==> config.mk <==
export PLATFORM = sky130hd
export DESIGN_NAME = ls_arbiter
export DESIGN_NICKNAME = d
export VERILOG_FILES = /design/src/rtl/spu_ls_pkg.sv /design/src/rtl/ls_rd_tag_pipe.sv /design/src/rtl/ls_arbiter.sv
export SDC_FILE = /design/constraint.sdc
export NUM_CORES = 1
export LEC_CHECK = 0
export ABC_AREA = 1
export CAP_MARGIN = 40
export CORE_AREA = 2 2 327 329
export DETAILED_ROUTE_END_ITERATION = 7
export DIE_AREA = 0 0 329 331
export REMOVE_ABC_BUFFERS = 1
export SLEW_MARGIN = 40
export SYNTH_ARGS = -nofsm -noshare
export SYNTH_HDL_FRONTEND = slang
export SYNTH_SLANG_ARGS = --single-unit
==> constraint.sdc <==
create_clock -name clk -period 9.78 [get_ports clk]
set_input_delay 1.956 -clock clk [delete_from_list [all_inputs] [get_ports clk]]
set_output_delay 1.956 -clock clk [all_outputs]
set_load 0.02 [all_outputs]
==> src/rtl/spu_ls_pkg.sv <==
// Shared types and constants for the SPU local-store arbiter slice.
// Port ids, quadword geometry and the wait-counter update rule live here.
package spu_ls_pkg;

    typedef enum logic [1:0] {
        LS    = 2'd0,
        DMA   = 2'd1,
        FETCH = 2'd2
    } port_id_e;

    localparam int unsigned NUM_PORTS      = 3;
    localparam int unsigned QW_ADDR_W      = 15;
    localparam int unsigned QW_DATA_W      = 128;
    localparam int unsigned RD_LAT_DEFAULT = 6;
    localparam int unsigned WAIT_W         = 4;

    // Quadword alignment: the low four byte-address bits never reach the array.
    localparam logic [0:QW_ADDR_W-1] QW_ADDR_MASK = 15'h7ff0;

    function automatic port_id_e onehot_to_id(input logic [NUM_PORTS-1:0] oh);
        port_id_e id;
        case (oh)
            3'b010:  id = DMA;
            3'b100:  id = FETCH;
            default: id = LS;
        endcase
        return id;
    endfunction

    function automatic logic [WAIT_W-1:0] wait_next(input logic [WAIT_W-1:0] cnt,
                                                    input logic              req,
                                                    input logic              gnt,
                                                    input logic [WAIT_W-1:0] limit);
        if (!req || gnt) begin
            return '0;
        end
        if (cnt >= limit) begin
            return limit;
        end
        return cnt + WAIT_W'(1);
    endfunction

endpackage

==> src/rtl/ls_rd_tag_pipe.sv <==
// Fixed-depth shift register of {valid, port id} tracking in-flight local-store reads.
// Cleared asynchronously so a reset drops every outstanding read.
module ls_rd_tag_pipe
    import spu_ls_pkg::*;
#(
    parameter int unsigned DEPTH = RD_LAT_DEFAULT + 1
) (
    input  logic     clk,
    input  logic     reset,
    input  logic     in_valid,
    input  port_id_e in_id,
    output logic     out_valid,
    output port_id_e out_id
);

    logic [DEPTH-1:0] valid_q;
    port_id_e         id_q [DEPTH];

    always_ff @(posedge clk or posedge reset) begin
        if (reset) begin
            valid_q <= '0;
            for (int i = 0; i < DEPTH; i++) begin
                id_q[i] <= LS;
            end
        end else begin
            valid_q[0] <= in_valid;
            id_q[0]    <= in_id;
            for (int i = 1; i < DEPTH; i++) begin
                valid_q[i] <= valid_q[i-1];
                id_q[i]    <= id_q[i-1];
            end
        end
    end

    assign out_valid = valid_q[DEPTH-1];
    assign out_id    = id_q[DEPTH-1];

endmodule

==> src/rtl/ls_arbiter.sv <==
// Three-way local-store arbiter (LS, DMA, fetch): grant selection, starvation and burst
// tracking, registered array command, and read-return routing by requester.
module ls_arbiter
    import spu_ls_pkg::*;
#(
    parameter int unsigned RD_LAT       = RD_LAT_DEFAULT,
    parameter int unsigned STARVE_LIMIT = 8,
    parameter int unsigned MAX_BURST    = 8
) (
    input  logic                                 clk,
    input  logic                                 reset,
    input  logic [NUM_PORTS-1:0]                 req,
    input  logic [NUM_PORTS-1:0]                 we,
    input  logic [NUM_PORTS-1:0][0:QW_ADDR_W-1]  addr,
    input  logic [NUM_PORTS-1:0][0:QW_DATA_W-1]  wdata,
    input  logic                                 dma_lock,
    output logic [NUM_PORTS-1:0]                 gnt,
    output logic [NUM_PORTS-1:0]                 rvalid,
    output logic [0:QW_DATA_W-1]                 rdata,
    output logic                                 ls_en,
    output logic                                 ls_we,
    output logic [0:QW_ADDR_W-1]                 ls_addr,
    output logic [0:QW_DATA_W-1]                 ls_wdata,
    input  logic [0:QW_DATA_W-1]                 ls_rdata
);

    localparam logic [WAIT_W-1:0]  STARVE_CNT = WAIT_W'(STARVE_LIMIT);
    localparam int unsigned        BURST_W    = $clog2(MAX_BURST + 1);
    localparam logic [BURST_W-1:0] BURST_CNT  = BURST_W'(MAX_BURST);

    logic [WAIT_W-1:0]    dma_wait_q, dma_wait_d;
    logic [WAIT_W-1:0]    fetch_wait_q, fetch_wait_d;
    logic [BURST_W-1:0]   burst_q, burst_d;
    logic                 last_dma_q, last_dma_d;
    logic                 rr_fetch_q, rr_fetch_d;

    logic                 ls_en_q, ls_we_q;
    logic [0:QW_ADDR_W-1] ls_addr_q, ls_addr_d;
    logic [0:QW_DATA_W-1] ls_wdata_q;

    logic                 lock_active, dma_starved, fetch_starved;
    logic                 any_gnt;
    port_id_e             gnt_id;
    logic                 tag_valid;
    port_id_e             tag_id;

    // Grant selection
    always_comb begin
        lock_active   = dma_lock & req[DMA] & last_dma_q & (burst_q < BURST_CNT);
        dma_starved   = req[DMA] & (dma_wait_q == STARVE_CNT);
        fetch_starved = req[FETCH] & (fetch_wait_q == STARVE_CNT);
        gnt           = '0;
        // Combinational grant is held off while reset is applied.
        if (reset) begin
            gnt = '0;
        end else if (lock_active || dma_starved) begin
            gnt[DMA] = 1'b1;
        end else if (fetch_starved) begin
            gnt[FETCH] = 1'b1;
        end else if (req[LS]) begin
            gnt[LS] = 1'b1;
        end else if (req[DMA] && req[FETCH]) begin
            if (rr_fetch_q) begin
                gnt[FETCH] = 1'b1;
            end else begin
                gnt[DMA] = 1'b1;
            end
        end else if (req[DMA]) begin
            gnt[DMA] = 1'b1;
        end else if (req[FETCH]) begin
            gnt[FETCH] = 1'b1;
        end
    end

    assign any_gnt = |gnt;
    assign gnt_id  = onehot_to_id(gnt);

    // Next-state for counters, burst tracking and round-robin pointer
    always_comb begin
        dma_wait_d   = wait_next(dma_wait_q, req[DMA], gnt[DMA], STARVE_CNT);
        fetch_wait_d = wait_next(fetch_wait_q, req[FETCH], gnt[FETCH], STARVE_CNT);

        burst_d = burst_q;
        if (!req[DMA]) begin
            burst_d = '0;
        end else if (gnt[DMA]) begin
            // Saturate so a spent burst stays spent until a non-DMA grant clears it.
            burst_d = (burst_q >= BURST_CNT) ? BURST_CNT : burst_q + BURST_W'(1);
        end else if (any_gnt) begin
            burst_d = '0;
        end

        last_dma_d = any_gnt ? gnt[DMA] : last_dma_q;
        rr_fetch_d = (gnt[DMA] || gnt[FETCH]) ? ~rr_fetch_q : rr_fetch_q;
        ls_addr_d  = addr[gnt_id] & QW_ADDR_MASK;
    end

    always_ff @(posedge clk or posedge reset) begin
        if (reset) begin
            dma_wait_q   <= '0;
            fetch_wait_q <= '0;
            burst_q      <= '0;
            last_dma_q   <= 1'b0;
            rr_fetch_q   <= 1'b0;
            ls_en_q      <= 1'b0;
            ls_we_q      <= 1'b0;
            ls_addr_q    <= '0;
            ls_wdata_q   <= '0;
        end else begin
            dma_wait_q   <= dma_wait_d;
            fetch_wait_q <= fetch_wait_d;
            burst_q      <= burst_d;
            last_dma_q   <= last_dma_d;
            rr_fetch_q   <= rr_fetch_d;
            ls_en_q      <= any_gnt;
            ls_we_q      <= any_gnt & we[gnt_id];
            if (any_gnt) begin
                ls_addr_q  <= ls_addr_d;
                ls_wdata_q <= wdata[gnt_id];
            end
        end
    end

    assign ls_en    = ls_en_q;
    assign ls_we    = ls_we_q;
    assign ls_addr  = ls_addr_q;
    assign ls_wdata = ls_wdata_q;

    // One extra stage covers the command register in front of the array.
    ls_rd_tag_pipe #(
        .DEPTH (RD_LAT + 1)
    ) u_rd_tag_pipe (
        .clk       (clk),
        .reset     (reset),
        .in_valid  (any_gnt & ~we[gnt_id]),
        .in_id     (gnt_id),
        .out_valid (tag_valid),
        .out_id    (tag_id)
    );

    always_comb begin
        rvalid = '0;
        if (tag_valid) begin
            rvalid[tag_id] = 1'b1;
        end
    end

    assign rdata = ls_rdata;

    gnt_onehot_a: assert property (@(posedge clk) disable iff (reset) $onehot0(gnt));
    gnt_req_a: assert property (@(posedge clk) disable iff (reset) (gnt & ~req) == '0);
    rvalid_onehot_a: assert property (@(posedge clk) disable iff (reset) $onehot0(rvalid));
    lock_wins_a: assert property (@(posedge clk) disable iff (reset) lock_active |-> gnt[DMA]);

endmodule

### Yosys cells after proc, flatten, opt, wreduce, memory -nomap -nowiden

Cells that the tools add are included.

| word-level totals | value |
|---|---|
| register bits | 176 |
| latch bits | 0 |
| memory bits (writable) | 0 |
| bits in read-only memories | 0 |
| output and inout port bits | 279 |
| word-level logic and storage cells | 92 |
| memories kept | 0 |

| operators by class | value |
|---|---|
| $add $sub $neg | 3 |
| $mul | 0 |
| div/mod/pow operators | 0 |
| order comparisons | 7 |
| eq/ne operators | 5 |
| shifts and indexed selects | 0 |
| muxes and demuxes | 42 |
| bitwise gates (word level) | 9 |
| reduce and logical (&&, ||, !) cells | 9 |

Operator list:

| cell | count |
|---|---|
| binary-select mux 128 bit (select 2 bit) | 1 |
| 2-to-1 mux 128 bit | 1 |
| 2-to-1 mux 4 bit | 12 |
| binary-select mux 15 bit (select 2 bit) | 1 |
| 2-to-1 mux 1 bit | 18 |
| 2-to-1 mux 15 bit | 1 |
| adder 4 x 1 -> 4 bit, second input constant | 3 |
| greater-or-equal comparator 4 bit, second input constant | 3 |
| equality test 4 bit, second input constant | 2 |
| AND 1 bit | 7 |
| less-than comparator 2 x 3 -> 1 bit, second input constant | 2 |
| 2-to-1 mux 2 bit | 3 |
| 2-to-1 mux 3 bit | 2 |
| logical OR 1 bit | 4 |
| less-than comparator 4 bit, second input constant | 1 |
| one-hot mux 2 bit (2 select lines) | 1 |
| equality test 3 x 2 -> 1 bit, second input constant | 1 |
| equality test 3 bit, second input constant | 1 |
| != test 3 x 1 -> 1 bit, second input constant | 1 |
| OR reduction 3 bit | 1 |
| binary-select mux 1 bit (select 2 bit) | 1 |
| demux 1 bit (select 2 bit) | 1 |
| greater-or-equal comparator 2 x 1 -> 1 bit, second input constant | 1 |
| logical AND 1 bit | 2 |
| 2 further kinds | 4 |

### Logic depth before layout (Yosys ltp)

| depth | value |
|---|---|
| depth after elaboration | 13 |
| depth in mapped cells | 14 |
| depth with buffers taken out | 12 |

### Modules after synthesis

Synthesis repeated with hierarchy kept, for this count alone.

| unflattened totals | value |
|---|---|
| cell total of the unflattened synthesis | 1667 |
| area total of the unflattened synthesis | 11413.4 um^2 |

Modules (own cells, without submodules):

| module | instances | cells an instance | area an instance (um^2) |
|---|---|---|---|
| ls_arbiter | 1 | 1643 | 10869.2 |
| ls_rd_tag_pipe | 1 | 24 | 544.3 |

### Least setup slack after synthesis

No wires, ideal clock.

| timing path | value |
|---|---|
| kind | input to register |
| start | input port reset |
| end | register ls_wdata_q, in the netlist ls_wdata[16] |
| library setup time | 65 ps |
| arrival time | 7897 ps |
| data required time | 9715 ps |
| path slack | 1818 ps |
| cell stages on the path | 6 |
| cell sequence | inv_2 > clkbuf_1 > nand3_1 > nand3_1 > nand2_1 > nand2_1 |

| on the way | value |
|---|---|
| cells in the longest elaborated chain, start to end | 5 |

Ends and longest elaborated chain:

| what | line | RTL |
|---|---|---|
| start, declared | ls_arbiter.sv:11 | `input logic reset,` |
| 2-to-1 mux 3 bit * | ls_arbiter.sv:54 | `if (reset) begin` |
| equality test 3 bit / equality test 3 x 2 -> 1 bit (equally long branches) | spu_ls_pkg.sv:22 | `case (oh)` |
| one-hot mux 2 bit (2 select lines) | spu_ls_pkg.sv:22 |  |
| binary-select mux 128 bit (select 2 bit) | ls_arbiter.sv:119 | `ls_wdata_q <= wdata[gnt_id];` |
| 2-to-1 mux 128 bit (implied by the code) | ls_arbiter.sv:119 |  |
| end signal, assigned | ls_arbiter.sv:119 |  |
| end, declared | ls_arbiter.sv:39 | `logic [0:QW_DATA_W-1] ls_wdata_q;` |

Every way passes the cells marked *; elsewhere a longest branch is shown, timed or not. The select of a mux whose other input is x is not followed.
A chain may end at the register's enable or synchronous reset.

### Worst setup path after layout

| timing path | value |
|---|---|
| start | input port req[1] |
| end | output port gnt[1] |

| on the way | value |
|---|---|
| cells in the longest elaborated chain, start to end | 6 |

Ends and longest elaborated chain:

| what | line | RTL |
|---|---|---|
| start, declared | ls_arbiter.sv:12 | `input logic [NUM_PORTS-1:0] req,` |
| 2-to-1 mux 1 bit, or another cell as far along | ls_arbiter.sv:68 | `end else if (req[DMA]) begin` |
| 2-to-1 mux 2 bit / AND 1 bit (equally long branches) | ls_arbiter.sv:62, ls_arbiter.sv:49 |  |
| 2-to-1 mux 2 bit / AND 1 bit (equally long branches) | ls_arbiter.sv:60, ls_arbiter.sv:49 |  |
| 2-to-1 mux 2 bit / logical OR 1 bit (equally long branches) | ls_arbiter.sv:58, ls_arbiter.sv:56 |  |
| 2-to-1 mux 1 bit * | ls_arbiter.sv:56 | `end else if (lock_active \|\| dma_starved) begin` |
| 2-to-1 mux 3 bit * | ls_arbiter.sv:54 |  |
| end, declared | ls_arbiter.sv:17 | `output logic [NUM_PORTS-1:0] gnt,` |

Every way passes the cells marked *; elsewhere a longest branch is shown, timed or not.

==> flow_summary.json <==
{
  "status": "finished, final reports clean",
  "area_growth_pct": 60.0,
  "synth_edf_count": 0,
  "leakage_uw": 0.00805,
  "clock-skew-final_ns": 0.0124,
  "core_area_um2": 105000,
  "cp-end-kind": "primary output",
  "grt_pass1_wl_mm": 103,
  "die-area_um2": 109000,
  "cts_buffers": 17,
  "reg2regPathDepth": 13,
  "cp_data_required_time_ns": 7.82,
  "ant_nets": 0,
  "r2r_start": "dma_wait_q[0]$_DFF_PP0_",
  "cts_max_level": 4,
  "slew_viol_final": 0,
  "hpwl_mm": 59.9,
  "ff2ff_setup_slack_ns": 5.40,
  "power.total_uw": 3190,
  "synth_ff_type": "dfrtp_1",
  "whs_path_depth": 0,
  "rows": 119,
  "clk_latency_ns": 0.50,
  "cts_tree": "yes",
  "rsz0062_at_grt": "false",
  "cp_cell_sequence": "clkdlybuf4s50_1 -> nand2_1 -> nor2_1 -> nor2_1 -> nand2_8 -> nand2_8 -> inv_1 -> clkdlybuf4s50_1",
  "drive_gt1_frac": 0.0276,
  "syn_avg_cell_area_um2": 6.76,
  "via_per_inst": 3.76,
  "start_kind": "input port",
  "dr.first_iter.drc_count": 795,
  "endpoint": "gnt[1]",
  "arrival_ns": 5.04,
  "cp.buffers_inverters": 3,
  "gp_congestion": 0.796,
  "yosys.area.top_type": "dfrtp_1",
  "worstSetupPathDepth": 8,
  "worstPathMaxFanout": 85,
  "hold_ws_ns": 0.344,
  "cts_hold_buf": 0,
  "wl_per_cell_um": 23.3,
  "path_class": "input port to primary output",
  "initial_core_util": 0.107,
  "synthCells": 1659,
  "synth_top_area_frac": 0.393,
  "worst_slew_pin_slew_ns": 0.920,
  "maxCapViolations": 0,
  "finalCritPeriodShare": 0.716,
  "instances_no_fill": 3418,
  "antenna_found_initial": 24,
  "cpLargestDelayFamily": "simple AND/OR/NAND/NOR gates",
  "port_buffers": 572,
  "p_per_area_nw_per_um2": 178,
  "syn_area_um2": 11200,
  "firstDrtPassIters": 5,
  "synth_most_common_cell": "nand2_1",
  "ys_types": 22,
  "dp.cells": 3385,
  "worstSetupStartpoint": "req[1]",
  "async_flop_share": 1.00,
  "cts_setup_buffers": 0,
  "synthTopCellsByArea": "dfrtp_1 39%, nand2_1 20%, nand3_1 13%",
  "track_usage": 0.141,
  "wl_mm": 79.8,
  "vias": 12900,
  "crit_path_top_delay_cell": "nand2_8",
  "clockBufferDepth": 2,
  "nets": 2585,
  "numClockSinks": 176,
  "final-setup-viol-count": 0,
  "slew_headroom": 0.387,
  "ir_worst_vdd_mv": 0.0904,
  "cts.clk_slew.worst_paths_ns": 0.08,
  "period_needed_ns": 7.00,
  "first_global_vias": 11800,
  "cts-root-buf": "clkbuf_16",
  "ios": 845,
  "hold_path_class": "register to register",
  "drc": 0,
  "clock.fmax_ghz": 0.143,
  "timing.rr.end": "ls_wdata[77]$_DFFE_PP0P_",
  "overflow": 0,
  "worst_path_largest_cell_delay_ns": 0.62,
  "synth_commonest_cells": "596 x nand2_1, 287 x nand3_1, 176 x dfrtp_1, 156 x nor2_1, 142 x buf_4",
  "synth-seq-cells": 176,
  "grt_start_max_net_pins": 149,
  "ys_seq_area_frac": 0.393,
  "yosys_warnings": 0,
  "fp.dieW_um": 329,
  "die_h_um": 331,
  "cts_resized": 0,
  "hold_violations": 0
}
[power breakdown]
| part | leakage, µW | internal, µW | switching (µW) | total [µW] |
|---|---|---|---|---|
| logic | 0.00555 | 613 | 784 | 1400 |
| clock network | 0.000298 | 368 | 398 | 766 |
| registers | 0.00220 | 916 | 107 | 1020 |
[cells by family (layout without fill, tap and decap cells)]
logic type	after synthesis	in the layout	share of synthesized area
XOR/XNOR	4	4	0.00312
AO/OA/AOI/OAI	142	142	0.0637
AND/OR/NAND/NOR	1050	1050	0.385
flip-flops	176	176	0.393
adder cells (fa/ha/maj)	6	6	0.00669
other	1	5	0.000334
buffers and inverters	280	644	0.148
[per-layer routing]
metal / up-vias / GRT usage / wire length [µm]
met4: 36 / 0.0311 / 1140
met3: 86 / 0.126 / 15100
met5: - / 0.0670 / 1070
met1: 5946 / 0.165 / 32800
met2: 905 / 0.180 / 29700
li1: 5895 / - / -
[sequential cells by signal, summed over array words and instances, names as in the netlist, 2 cells and up]
register               count
u_rd_tag_pipe.id_q        12
u_rd_tag_pipe.valid_q      7
dma_wait_q                 4
fetch_wait_q               4
u_rd_tag_pipe.out_id       2
ls_wdata                 128
burst_q                    4
ls_addr                   11
[cells in the final DEF, fill, tap and decap left out]
master           Yosys  routed
buf_8                0       1
xor2_1               2       2
nor3b_1              1       1
xnor2_1              2       2
nor3_1               5       5
buf_6                0       3
clkinv_8             0       4
nand4_1              1       1
nand2_8              0       2
inv_8                0       3
nor2_1             156     156
o21ai_4              0       1
a21oi_1            141     141
dfrtp_1            176     176
nand3_1            287     286
buf_12               0       2
inv_2                4       2
buf_4              142       8
inv_6                0       6
clkinv_4             0       3
conb_1               1       4
inv_1               22      22
buf_2               65       1
or2_2                1       1
ha_1                 6       6
nor4_1               1       1
diode_2              0       1
clkbuf_16            0      17
bufinv_16            0       1
nand3_4              0       1
nand2_1            596     596
clkdlybuf4s50_1      0     571
[metrics by stage]
stage | TNS (ns) | setup slack [ns] | utilization | instance area, µm²
after global placement | 0 | 2.72 | 0.165 | 17300
after detailed placement | 0 | 2.68 | 0.165 | 17300
after global routing | 0 | 2.53 | 0.171 | 17900
after CTS | 0 | 2.68 | 0.171 | 17900
after floorplan | -519.32 | -5.69 | - | 9660
final | 0 | 2.78 | 0.171 | 17900
[area by class of cell]
cell class,instances,area (µm²)
clock inverter,15,188
inverter,26,110
antenna,1,2.50
tap,1391,1740
fill,12000,87000
multi-input combinational,1206,5210
timing repair buffer,586,5870
sequential,176,4400
clock buffer,17,425
[worst min-delay path by stage]
stage / from / end / slack, ns
after detailed placement: u_rd_tag_pipe.id_q[6]$_DFF_PP0_ / u_rd_tag_pipe.id_q[4]$_DFF_PP0_ / 0.34
final: u_rd_tag_pipe.valid_q[1]$_DFF_PP0_ / u_rd_tag_pipe.valid_q[2]$_DFF_PP0_ / 0.34
after CTS: u_rd_tag_pipe.valid_q[1]$_DFF_PP0_ / u_rd_tag_pipe.valid_q[2]$_DFF_PP0_ / 0.35
after floorplan: u_rd_tag_pipe.id_q[12]$_DFF_PP0_ / u_rd_tag_pipe.id_q[10]$_DFF_PP0_ / 0.33
after global routing: u_rd_tag_pipe.valid_q[1]$_DFF_PP0_ / u_rd_tag_pipe.valid_q[2]$_DFF_PP0_ / 0.36
after global placement: u_rd_tag_pipe.id_q[12]$_DFF_PP0_ / u_rd_tag_pipe.id_q[10]$_DFF_PP0_ / 0.33
Power figures use the tool's default switching activity.
